**src/rtl/adder_pkg.sv**
```systemverilog
`default_nettype none
// ----------------------------------------------------------------------------
// adder_pkg
//   Shared constants for the registered 32-bit ripple adder.
//   Rev 1.0 - initial release
// ----------------------------------------------------------------------------
package adder_pkg;

  // Datapath width of the adder; ports are numbered [ADDER_WIDTH:1].
  localparam int ADDER_WIDTH = 32;

  // Value loaded into the sum register while rst is high.
  localparam logic [ADDER_WIDTH-1:0] ADDER_RST_VAL = 32'h0000_0000;

endpackage : adder_pkg
`default_nettype wire

```
**src/rtl/full_adder.sv**
```systemverilog
`default_nettype none
// ----------------------------------------------------------------------------
// full_adder
//   One-bit combinational full adder; one cell of the ripple carry chain.
//   Rev 1.0 - initial release
// ----------------------------------------------------------------------------
module full_adder (
  input  logic a,
  input  logic b,
  input  logic cin,
  output logic sum,
  output logic cout
);

  // Sum is the three-input parity; carry is the three-input majority.
  assign sum  = a ^ b ^ cin;
  assign cout = (a & b) | (a & cin) | (b & cin);

endmodule : full_adder
`default_nettype wire

```
**src/rtl/adder_32bit.sv**
```systemverilog
`default_nettype none
// ----------------------------------------------------------------------------
// adder_32bit
//   Registered 32-bit adder, y = a + b mod 2^32, one cycle latency.
//   The carry chain is an explicit ripple of full_adder cells so the
//   gate-level structure stays visible after synthesis.
//   Optional feature macro: ADDER_32BIT_FLAGS_EN adds registered carry-out
//   (cout) and signed overflow (ovf) outputs.
//   Rev 1.0 - initial release
// ----------------------------------------------------------------------------
module adder_32bit
  import adder_pkg::*;
(
  input  logic                   clk,
  input  logic                   rst,
  input  logic [ADDER_WIDTH:1]   a,
  input  logic [ADDER_WIDTH:1]   b,
  output logic [ADDER_WIDTH:1]   y
`ifdef ADDER_32BIT_FLAGS_EN
  ,
  output logic                   cout,
  output logic                   ovf
`endif
);

  // Carry vector: c[0] is the forced-zero carry-in, c[i] is the carry out
  // of bit i, so c[ADDER_WIDTH] is the carry out of the MSB.
  logic [ADDER_WIDTH:0] c;
  logic [ADDER_WIDTH:1] s;

  // Sum register and its next-state value.
  logic [ADDER_WIDTH:1] y_d;
  logic [ADDER_WIDTH:1] y_q;

  assign c[0] = 1'b0;

  // Ripple chain: bit i consumes the carry from bit i-1.
  generate
    for (genvar i = 1; i <= ADDER_WIDTH; i++) begin : g_ripple
      full_adder u_fa (
        .a    (a[i]),
        .b    (b[i]),
        .cin  (c[i-1]),
        .sum  (s[i]),
        .cout (c[i])
      );
    end
  endgenerate

  // Next sum is the raw ripple result; the MSB carry never enters y.
  always_comb begin
    y_d = s;
  end

  // Sum register with synchronous reset taking priority over the new sum.
  always_ff @(posedge clk) begin
    if (rst) begin
      y_q <= ADDER_RST_VAL;
    end else begin
      y_q <= y_d;
    end
  end

  assign y = y_q;

`ifdef ADDER_32BIT_FLAGS_EN
  // Flag next-state values. Signed overflow occurs exactly when the carry
  // into the sign bit differs from the carry out of it.
  logic cout_d;
  logic cout_q;
  logic ovf_d;
  logic ovf_q;

  // Derive flags from the top two carries of the ripple chain.
  always_comb begin
    cout_d = c[ADDER_WIDTH];
    ovf_d  = c[ADDER_WIDTH] ^ c[ADDER_WIDTH-1];
  end

  // Flag registers share the reset behaviour of the sum register.
  always_ff @(posedge clk) begin
    if (rst) begin
      cout_q <= 1'b0;
      ovf_q  <= 1'b0;
    end else begin
      cout_q <= cout_d;
      ovf_q  <= ovf_d;
    end
  end

  assign cout = cout_q;
  assign ovf  = ovf_q;
`else
  // Without flags the MSB carry has no consumer; tie it off explicitly.
  logic unused_carry_msb;
  assign unused_carry_msb = c[ADDER_WIDTH];
`endif

endmodule : adder_32bit
`default_nettype wire

```
**config.mk**
```make
export PLATFORM = sky130hd
export DESIGN_NAME = adder_32bit
export DESIGN_NICKNAME = d
export VERILOG_FILES = /design/src/rtl/adder_pkg.sv /design/src/rtl/full_adder.sv /design/src/rtl/adder_32bit.sv
export SDC_FILE = /design/constraint.sdc
export NUM_CORES = 1
export LEC_CHECK = 0
export CAP_MARGIN = 5
export CELL_PAD_IN_SITES_DETAIL_PLACEMENT = 1
export CELL_PAD_IN_SITES_GLOBAL_PLACEMENT = 2
export CORE_MARGIN = 10
export CORE_UTILIZATION = 19
export DETAILED_ROUTE_END_ITERATION = 16
export PLACE_DENSITY_LB_ADDON = 0.1
export RECOVER_POWER = 50
export SLEW_MARGIN = 20
export SYNTH_ARGS = -nofsm -noshare
export SYNTH_HDL_FRONTEND = slang
export SYNTH_SLANG_ARGS = --single-unit
export TNS_END_PERCENT = 100
```
**constraint.sdc**
```tcl
create_clock -name clk -period 14.55 [get_ports clk]
set_input_delay 2.1825 -clock clk [delete_from_list [all_inputs] [get_ports clk]]
set_output_delay 2.1825 -clock clk [all_outputs]
set_load 0.02 [all_outputs]
```
==> results of run 1 <==
[metrics by stage]
stage	hold WS (ns)	setup WS [ns]	total power, mW
3_3_place_gp	2.90	-0.437	0.192
5_1_grt	2.67	0.0428	0.276
2_1_floorplan	2.25	0.450	0.141
3_5_place_dp	2.94	-0.555	0.193
6_report	2.65	0.375	0.256
4_1_cts	2.64	0.00370	0.268
[layout make-up]
cell class              instances  area, um2
well taps                     102        128
fillers                       843       4980
clock buffers                   8       90.1
flip-flops and latches         32        641
multi-input cells              64        866
repair buffers                 98        978
[synth_stat cells (all sizes together)]
master,number
buf,3
dfxtp,32
fa,30
ha,1
nor2,1
nor2b,31
xnor3,1
[metal layers]
layer | wire [um] | track usage [%] | share of wire, %
met1 | 1570 | 7.46 | 34
met2 | 2420 | 14.3 | 53
met3 | 518 | 4.40 | 11
met4 | 61 | 2.82 | 1.3
met5 | 0 | 0 | 0
[power groups by stage]
| stage | Sequential, mW | Clock [mW] | Combinational (mW) |
|---|---|---|---|
| after floorplan | 0.119 | 0 | 0.0217 |
| after global placement | 0.104 | 0 | 0.0887 |
| after detailed placement | 0.104 | 0 | 0.0893 |
| after CTS | 0.102 | 0.0760 | 0.0903 |
| after global routing | 0.103 | 0.0797 | 0.0941 |
| final | 0.101 | 0.0706 | 0.0845 |
[cells by family (layout without fill, tap and decap cells)]
group                      Yosys count  count (layout)
DFF                                 32              32
and+or+nand+nor                     32              32
buffers and inverters                3             106
xor gates and xnor gates             1               1
adders and majority gates           31              31
[worst paths after layout]
path	to	slack, ns	depth (start not counted)
worst min-delay path	y[1]	2.65	3
worst max-delay path	y[32]	0.37	34
[worst max-delay path: cells and delay by family]
family,cells,cell delay [ns]
buffers and inverters,1,0.42
AND/OR/NAND/NOR,1,0.03
XOR/XNOR,1,0.22
adder cells (fa/ha/maj),31,11.45
[what timing repair did]
| action | in CTS | in global routing |
|---|---|---|
| pin swaps | 0 | 1 |
| endpoints found under the hold margin | 0 | 0 |
| gates cloned | 0 | 0 |
| resized for setup | 5 | 7 |
| endpoints found under the setup margin | 2 | 2 |
==> results_dict.tcl, run 1 <==
set metrics [dict create \
    ant_nets 0 \
    area_delta_synth_final_pct 81.2 \
    ys_seq_area_share_pct 43.0 \
    arrival_ns 14.33 \
    grt_max_degree 33 \
    num_rows 32 \
    synthSimpleGateAreaFrac_pct 13.4 \
    antenna_found_initial 0 \
    p_switching_uw 71.8 \
    synth_top_area_share_pct 43.0 \
    ys_seq_elements 32 \
    grt.overflow.total 0 \
    layout_min_cycle_time_ns 14.18 \
    synth_xor_area_share_pct 1.51 \
    outcome "finished, final reports clean" \
    start_kind "input port" \
    synthCells 99 \
    max-cap-violations 0 \
    synth.area.mux_share_pct 0 \
    htree_levels 2 \
    clkPwrFrac_pct 27.5 \
    grt_usage_pct 7.95 \
    synth_top_area_cell "dfxtp_1" \
    rsz0062_at_grt "no" \
    p_int_uw 185 \
    worstSetupStartpoint "a[1]" \
    required_ns 14.71 \
    wirelength_mm 4.57 \
    netlist_area_um2 1490 \
    cts_setup_buffers 0 \
    hold_path_startpoint "b[1]" \
    synth_top_family_by_area "adder cells" \
    cts_tree "built" \
    fmax_mhz 70.5 \
    avgSynthCellArea_um2 15.1 \
    start_util_pct 19.4 \
    firstDrtPassIters 2 \
    utilization_pct 35.2 \
    most-common-layout-cells "67 x clkdlybuf4s50_1, 32 x dfxtp_1, 31 x nor2b_1" \
    routed_via_density 3.64 \
    synthAdderAreaFrac_pct 41.1 \
    yosysWarnings 0 \
    place_area_um2 2580 \
    grt_pass1_wl_mm 7.09 \
    grt_pass1_vias 1367 \
    crit_slowest_cell "clkdlybuf4s50_1" \
    clk_pin_slew_ns 0.06 \
    final_cells 304 \
    syn_nets 196 \
    hold_viol 0 \
    yosysUniqueCellTypes 7 \
    cts_made_buffers 5 \
    slew-limit-headroom_pct 76.9 \
    seqPwrFrac_pct 39.5 \
    dp_cells 296 \
    dr_total_vias 1106 \
    die_y_um 109 \
    drcViolationCount 0 \
    port_buffers 97 \
    synth_area_leaders "dfxtp_1 43%, fa_1 40%, nor2b_1 13%" \
    wl_per_cell_um 15.0 \
    period_share_pct 97.4 \
    hpwl_mm 3.91 \
    coreArea_um2 7690 \
    largest_register_ffs 32 \
    setup_viol_count_final 0 \
    die-area_um2 11800 \
    cts-hold-fix-buffers 0 \
    tightestPinTransition_ns 0.347 \
    p_leak_nw 1.05 \
    slew_viol_final 0 \
    nets 298 \
    crit_type "input port to flop" \
    cp-end-kind "flop" \
    hold_path_class "input port to flop" \
    clockBufferDepth 2 \
    synth_compound_area_share_pct 0 \
    drtIter0Drc 8 \
    peakVddDrop_mv 0.0316 \
    power_density_nw_per_um2 94.9 \
    cts_root_buf "clkbuf_8" \
    p_sw_share_pct 28.0 \
    die_w_um 109 \
    cp_max_fo 1 \
    stdcell_area_um2 2700 \
    layout-drive-gt1-share_pct 9.90 \
    critical_path.max_stage_delay_ns 0.42 \
    ios 98 \
    power_frac_comb_pct 33.0 \
    cts.sinks 32 \
    diodes 0 \
    place.gp.congestion 0.674 \
    timing.setup.tns_ns 0 \
    path_common_cell "fa_1" \
    final_common_cell "clkdlybuf4s50_1" \
]
Power figures use the tool's default switching activity.
==> inputs of run 2 (changes only) <==
--- a/config.mk
+++ b/config.mk
@@ -5,6 +5,7 @@
 export SDC_FILE = /design/constraint.sdc
 export NUM_CORES = 1
 export LEC_CHECK = 0
+export ABC_AREA = 1
 export CAP_MARGIN = 5
 export CELL_PAD_IN_SITES_DETAIL_PLACEMENT = 1
 export CELL_PAD_IN_SITES_GLOBAL_PLACEMENT = 2
==> run 2 against run 1 <==
Effect of this change: die area grew 3.5%; non-clock buffer count did not move; sequential cell count unchanged; sequential share of layout area is 0.23 points lower; design area increased by 0.97%; wire length shrank 0.39%.
==> results_dict.tcl, run 2 <==
set metrics [dict create \
    routed_via_density 3.53 \
    critical_path.max_stage_delay_ns 0.40 \
    grt_max_degree 33 \
    clk_pin_slew_ns 0.06 \
    tightestPinTransition_ns 1.46 \
    cp_max_fo 2 \
    slew-limit-headroom_pct 2.57 \
    fillers 891 \
    grt_pass1_wl_mm 7.22 \
    firstDrtPassIters 4 \
    clkPwrFrac_pct 24.0 \
    nets 336 \
    rsz0062_at_grt "no" \
    setup_viol_count_final 0 \
    die_y_um 111 \
    cts_root_buf "clkbuf_8" \
    place.gp.congestion 0.648 \
    p_sw_share_pct 29.4 \
    grtUsageMet3_pct 3.62 \
    hold_path_class "input port to flop" \
    utilization_pct 34.8 \
    clockBufferDepth 2 \
    report.power.total_uw 248 \
    port_buffers 97 \
    path_common_cell "fa_1" \
    yosysWarnings 0 \
    seqPwrFrac_pct 40.8 \
    htree_levels 2 \
    grt_pass1_vias 1337 \
    drcViolationCount 0 \
    synth-edff-count 0 \
    met1_usage_pct 8.52 \
    peakVddDrop_mv 0.0329 \
    p_leak_nw 1.20 \
    seq_area_um2 641 \
    most-common-layout-cells "67 x clkdlybuf4s50_1, 34 x inv_1, 32 x nor2_1, 32 x dfxtp_1, 30 x dlygate4sd3_1" \
    crit_type "input port to flop" \
    diodes 0 \
    stdcell_area_um2 2730 \
    grt_usage_pct 7.51 \
    slew_viol_final 0 \
    cts.sinks 32 \
    required_ns 14.71 \
    antenna_found_initial 0 \
    layout-drive-gt1-share_pct 8.02 \
    wirelength_mm 4.55 \
    crit_slowest_cell "clkdlybuf4s50_1" \
    timing.setup.tns_ns 0 \
    synth_common_cells "34 x inv_1, 32 x dfxtp_1, 32 x nor2_1" \
    ys_seq_area_share_pct 41.2 \
    fmax_mhz 70.8 \
    die_w_um 111 \
    multi_input_area_um2 790 \
    synth_top_area_share_pct 41.2 \
    die-area_um2 12200 \
    synth_area_leaders "dfxtp_1 41%, fa_1 39%, inv_1 8.2%" \
    start_util_pct 19.8 \
    grt.overflow.total 0 \
    avgSynthCellArea_um2 11.4 \
    coreArea_um2 7850 \
    cts_made_buffers 5 \
    area_delta_synth_final_pct 75.3 \
    grt_busiest_layer "met2" \
    hpwl_mm 3.97 \
    dr_total_vias 1196 \
    place_area_um2 2630 \
    synth_top_area_cell "dfxtp_1" \
    synth-async-reset-ratio_pct 0 \
    start_kind "input port" \
    ant_nets 0 \
    synth_most_common_cell "inv_1" \
    max-cap-violations 0 \
    p_switching_uw 72.9 \
    cts_tree "built" \
    yosysUniqueCellTypes 9 \
    layout_min_cycle_time_ns 14.13 \
    p_int_uw 175 \
    cp-end-kind "flop" \
    outcome "finished, final reports clean" \
    netlist_area_um2 1560 \
    arrival_ns 14.29 \
    period_share_pct 97.1 \
    synth-main-ff-cell "dfxtp_1" \
    ys_seq_elements 32 \
    power_density_nw_per_um2 90.8 \
    syn_nets 234 \
    use_met2_pct 11.7 \
    wl_per_cell_um 13.4 \
    power_frac_comb_pct 35.2 \
    num_rows 32 \
    synthCells 137 \
    drtIter0Drc 20 \
    hold_viol 0 \
    largest_register_ffs 32 \
    cts_setup_buffers 0 \
    ios 98 \
    final_common_cell "clkdlybuf4s50_1" \
]
## run 2: worst paths after layout
| kind | from | end | slack, ns | cells after the start |
|---|---|---|---|---|
| worst min-delay path | b[32] | y[32] | 2.56 | 3 |
| worst max-delay path | a[1] | y[32] | 0.42 | 36 |
## run 2: critical path: cells and delay by family
family                   cells  cell delay, ns
adder cells (fa/ha/maj)     31           11.39
AND/OR/NAND/NOR              2            0.12
buffers and inverters        2            0.46
AO/OA/AOI/OAI                1            0.13
## run 2: final cells by class
class,instances,share of cell area [%]
clock buffer,5,2.52
inverter,34,4.68
multi-input combinational,68,28.9
sequential,32,23.5
tap,102,4.68
timing repair buffer,98,35.7
## run 2: timing repair
| action | 4_1_cts | 5_1_grt |
|---|---|---|
| endpoints found under the setup margin | 2 | 2 |
| gates resized for setup | 7 | 7 |
| hold buffers | 0 | 0 |
## run 2: through the flow
stage	worst slack, ns	std cells	hold WS (ns)
floorplan	0.415	137	2.25
global placement	-0.507	334	2.82
detailed placement	-0.592	334	2.84
CTS	0.0432	339	2.55
global route	0.00175	339	2.57
finish	0.422	339	2.56
## run 2: kinds of logic after synthesis
logic type,count (synthesis),share of synthesized area [%]
DFF,32,41.2
adders and majority gates,31,39.4
buffers and inverters,37,10.4
and+or+nand+nor,36,8.76
AOI/OAI and AO/OA,1,0.321
## run 2: power by group through the flow
stage	logic (mW)	clock network (mW)	registers [mW]
floorplan	0.0255	0	0.119
global placement	0.0923	0	0.103
detailed placement	0.0921	0	0.104
CTS	0.0936	0.0639	0.102
global route	0.0994	0.0686	0.102
finish	0.0872	0.0594	0.101
## run 2: metal layers
layer  vias to the layer above  wire (um)
li1                        577          -
met3                         4        375
met2                        59       2180
met4                         0         65
met5                         -          0
met1                       556       1930
==> inputs of run 3 (changes only) <==
--- a/config.mk
+++ b/config.mk
@@ -6,7 +6,7 @@
 export NUM_CORES = 1
 export LEC_CHECK = 0
 export ABC_AREA = 1
-export CAP_MARGIN = 5
+export CAP_MARGIN = 10
 export CELL_PAD_IN_SITES_DETAIL_PLACEMENT = 1
 export CELL_PAD_IN_SITES_GLOBAL_PLACEMENT = 2
 export CORE_MARGIN = 10
==> results of run 3 <==
Same layout as run 2: the final DEF is identical, and so are final timing and power.
